### src/rtl/gcd_arbiter.sv
// gcd_arbiter: round-robin front end sharing one GCD custom-instruction unit between two requesters.
// Zero operands bypass the unit; a stalled unit is abandoned after TIMEOUT wait cycles.
module gcd_arbiter #(
  parameter int TIMEOUT = 4096
) (
  input  logic        clk,
  input  logic        reset,
  input  logic        req0_valid,
  input  logic [31:0] req0_a,
  input  logic [31:0] req0_b,
  output logic        req0_ready,
  input  logic        req1_valid,
  input  logic [31:0] req1_a,
  input  logic [31:0] req1_b,
  output logic        req1_ready,
  output logic        rsp0_valid,
  output logic [31:0] rsp0_result,
  output logic        rsp0_err,
  output logic        rsp1_valid,
  output logic [31:0] rsp1_result,
  output logic        rsp1_err,
  output logic        gcd_clk_en,
  output logic        gcd_start,
  output logic [31:0] gcd_dataa,
  output logic [31:0] gcd_datab,
  input  logic [31:0] gcd_result,
  input  logic        gcd_done,
  output logic        busy,
  output logic        owner
);
  localparam int CW = $clog2(TIMEOUT);
  typedef enum logic [1:0] {IDLE, LAUNCH, WAIT, RESP} state_t;
  state_t state;
  logic last;
  logic [CW-1:0] cnt;
  logic [31:0] res;
  logic err;
  logic take, grant;
  logic [31:0] sa, sb;
  always_comb begin
    take = (state == IDLE) && (req0_valid || req1_valid);
    grant = (req0_valid && req1_valid) ? ~last : req1_valid;
    sa = grant ? req1_a : req0_a;
    sb = grant ? req1_b : req0_b;
  end
  assign req0_ready = take && !grant;
  assign req1_ready = take && grant;
  assign rsp0_result = res;
  assign rsp1_result = res;
  assign rsp0_err = err;
  assign rsp1_err = err;
  // last starts at 1 so requester 0 wins the first tie after reset
  always_ff @(posedge clk or negedge reset) begin
    if (!reset) begin
      state <= IDLE;
      last <= 1'b1;
      cnt <= '0;
      res <= '0;
      err <= 1'b0;
      owner <= 1'b0;
      busy <= 1'b0;
      gcd_clk_en <= 1'b0;
      gcd_start <= 1'b0;
      gcd_dataa <= '0;
      gcd_datab <= '0;
      rsp0_valid <= 1'b0;
      rsp1_valid <= 1'b0;
    end else begin
      case (state)
        IDLE: if (take) begin
          last <= grant;
          owner <= grant;
          busy <= 1'b1;
          gcd_dataa <= sa;
          gcd_datab <= sb;
          if (sa == 32'd0 || sb == 32'd0) begin
            state <= RESP;
            res <= sa | sb;
            err <= (sa == 32'd0) && (sb == 32'd0);
            rsp0_valid <= !grant;
            rsp1_valid <= grant;
          end else begin
            state <= LAUNCH;
            gcd_clk_en <= 1'b1;
            gcd_start <= 1'b1;
          end
        end
        LAUNCH: begin
          state <= WAIT;
          gcd_start <= 1'b0;
          cnt <= '0;
        end
        WAIT: if (gcd_done || cnt == CW'(TIMEOUT - 1)) begin
          state <= RESP;
          gcd_clk_en <= 1'b0;
          res <= gcd_done ? gcd_result : 32'd0;
          err <= !gcd_done;
          rsp0_valid <= !owner;
          rsp1_valid <= owner;
        end else begin
          cnt <= cnt + 1'b1;
        end
        RESP: begin
          state <= IDLE;
          busy <= 1'b0;
          owner <= 1'b0;
          rsp0_valid <= 1'b0;
          rsp1_valid <= 1'b0;
        end
      endcase
    end
  end
endmodule

### config.mk
export PLATFORM = sky130hd
export DESIGN_NAME = gcd_arbiter
export DESIGN_NICKNAME = d
export VERILOG_FILES = /design/src/rtl/gcd_arbiter.sv
export SDC_FILE = /design/constraint.sdc
export NUM_CORES = 1
export LEC_CHECK = 0
export BUFFER_PORTS_ARGS = -buffer_cell sky130_fd_sc_hd__clkbuf_2
export CORE_MARGIN = 2
export CORE_UTILIZATION = 38
export CTS_CLUSTER_DIAMETER = 150
export CTS_CLUSTER_SIZE = 10
export DETAILED_ROUTE_END_ITERATION = 12
export GPL_TIMING_DRIVEN = 0
export PLACE_DENSITY_LB_ADDON = 0.15
export SETUP_SLACK_MARGIN = 0.4
export SYNTH_ARGS = -nofsm -noshare
export SYNTH_HDL_FRONTEND = slang
export SYNTH_SLANG_ARGS = --single-unit
export TNS_END_PERCENT = 5
### constraint.sdc
create_clock -name clk -period 4.25 [get_ports clk]
set_input_delay 0.425 -clock clk [delete_from_list [all_inputs] [get_ports clk]]
set_output_delay 0.425 -clock clk [all_outputs]
set_load 0.02 [all_outputs]
==> metrics <==
Worst Tran Pin Value 0.876 ns; Placed Cells incl. Taps 1228; DR pass1 iterations 4; synthesized netlist cell count 700; Rel. slew slack 0.416; worst hold slack 0.340 ns; Slew Limit Fails 0; most instantiated cells after synthesis dfrtp_1 (117), nand2_1 (111), o21ai_0 (77); register area 2950 um^2; Buffers on Ports 302; fill count 1662; TritonCTS clock tree yes; Die Y 138 um; period utilization 0.684; Final Total Pwr 7.45 mW; DR WL met3 1990 um; final total negative setup slack 0 ns; highest metal used met4; final setup fails 0; Die W 138 um; Tmin final 2.91 ns; final core occ 0.536; CTS max path bufs 2; Hold Fails Final Rpt 0; Comb power frac 0.505; RSZ-0062 raised after global routing false; min-delay worst type input port to flop; critical path endpoint category output pin; GRT overflow 0; WHS Path Cells 4; internal power 4.29 mW; total number of vias 6764; initial antenna violation count 1; worst path bufs/invs 4; layout cells sized above 1 0.413; GR Util All Layers 0.274; Design Area, Final 9310 um^2; IR drop worst, VDD 0.423 mV; Post-CTS Hold Fix Bufs 1; drt initial violations 435; CTS Buf Count 17; Psw 3.16 mW; final-stage net count 1193; clock share of power 0.223; number of global-route vias before repair 6565; dpl ws 1.36 ns; Non-Filler Instances 1262; Setup WS post-layout 1.34 ns; crit path max fanout 10; Post-DP Area 8610 um^2; Die Area 18900 um^2; I/O pin total 303; Max Cap Violations 0; gpl congestion 0.893; met2 routed WL 12500 um; Leakage Power 4.63 nW; Unique masters post-synth 46; area taken by multi-input logic gates 3370 um^2; Worst-path clk slew 0.06 ns; Area growth, synth to finish 37.2%; crit path DAT 2.48 ns; delay-heaviest family, CP buffers and inverters; most common cell in the synthesized netlist dfrtp_1; drt total wl 26000 um; EDFF count, synth 0; first-pass GRT wire length 38200 um; Detail Route Antenna Nets 0; area fraction of the dominant cell type after synthesis 0.431; WL met1 11000 um; half-perimeter wire length after placement 20300 um; Main synth FF type dfrtp_1; #FFs+latches synth 118; row count 48; cell area after synthesis 6790 um^2; synthesized area per cell 9.69 um^2; DRC violations left 0; synth warn 0; largest net degree at the start of global routing 91; postcts setup bufs 0; starting density of the core 0.391; Worst-Skew Late Latency 0.41 ns; sequential area share after synthesis 0.435; core box area 17400 um^2; slowest cell delay on critical path 0.44 ns; CTS Sinks 118; synth top area cells dfrtp_1 (43%), mux2i_1 (9.4%), mux2_4 (6.6%); Yosys top cell by area dfrtp_1; Crit path depth 7; Slowest cell on crit path clkbuf_1; Crit path required time 3.83 ns; Post-synth ARST share 1.00; worst path cell trace inv_1 > ha_1 > nand2_1 > clkbuf_1 > clkbuf_1 > nor2_1 > clkbuf_2; Crit Path Class flop to output pin; Post-Syn Nets 870; Max Clk Rate 0.344 GHz; sw frac 0.424; pwr dens 801 nW/um^2; worst reg-to-reg path cell count 8; H-tree levels 4; clk root buf clkbuf_16; Crit path top cell by count clkbuf_1; Startpoint Class flop; Via density 5.36; post-cts repair resize count 0; Reg power frac 0.272; clock skew 0.0106 ns; outcome complete, no violations; WL per Instance 20.6 um
[registers in the layout, indices dropped and copies added, names as in the netlist, 2 cells and up]
signal and flops:
cnt 12, gcd_datab 32, gcd_dataa 32, rsp0_result 32, state 2
[worst paths after layout]
kind	startpoint	slack (ns)	endpoint
max in group asynchronous	reset	3.04	gcd_datab[8]
setup reg to reg	cnt[0]	1.67	rsp0_result[29]
min in group asynchronous	reset	0.48	rsp0_result[30]
hold / removal	gcd_done	0.34	cnt[8]
hold reg to reg	gcd_dataa[21]	0.48	gcd_dataa[21]
setup / recovery	state[0]	1.34	req0_ready
[worst min-delay path: stages]
cell	delay (ns)
clkbuf_2	0.11
nor2_1	0.05
nor2_1	0.08
nor2_1	0.05
[final cells by class]
class,count,area share
Multi-Input combinational cell,503,0.362
Antenna cell,1,0.000269
Buffer,75,0.0477
Clock buffer,19,0.0487
Sequential cell,118,0.317
Clock inverter,13,0.0243
Timing Repair Buffer,304,0.167
Tap cell,225,0.0303
Inverter,4,0.00161
[placed cells by master, fill, tap and decap left out, types with 4 or more instances in the layout]
cell / n
o21ai_0: 77
nor4_2: 10
a21oi_1: 4
clkbuf_1: 31
nand3_1: 7
inv_1: 4
buf_1: 6
nand2_1: 111
mux2i_1: 64
o31ai_1: 33
nor2_1: 20
xor2_1: 4
nor4_1: 22
and3_1: 4
mux2_2: 5
clkbuf_16: 17
buf_4: 34
mux2_4: 30
dfrtp_1: 117
nor3_1: 64
clkbuf_2: 301
nand4_1: 12
bufinv_16: 6
ha_1: 5
[cell families after synthesis]
group / count (synthesis) / synth area share
fa+ha+maj: 5 / 0.00922
flops: 118 / 0.435
compound gates: 130 / 0.115
xor+xnor: 5 / 0.00645
simple gates: 264 / 0.197
buf+inv: 79 / 0.0677
mux: 99 / 0.169
[layer usage]
| metal | track usage | vias to the layer above |
|---|---|---|
| met4 | 0.0808 | 0 |
| li1 | - | 3166 |
| met5 | 0 | - |
| met3 | 0.0651 | 32 |
| met1 | 0.353 | 3261 |
| met2 | 0.458 | 305 |
[power groups by stage]
stage                     Sequential (mW)  Combinational (mW)  Clock (mW)
after floorplan                      2.54                1.92           0
after detailed placement             2.03                3.77           0
after global routing                 2.08                4.06        1.73
final                                2.02                3.76        1.66
after CTS                            2.02                3.79        1.68
after global placement               2.02                3.74           0
Note: power is estimated with default switching activity, not from simulation.
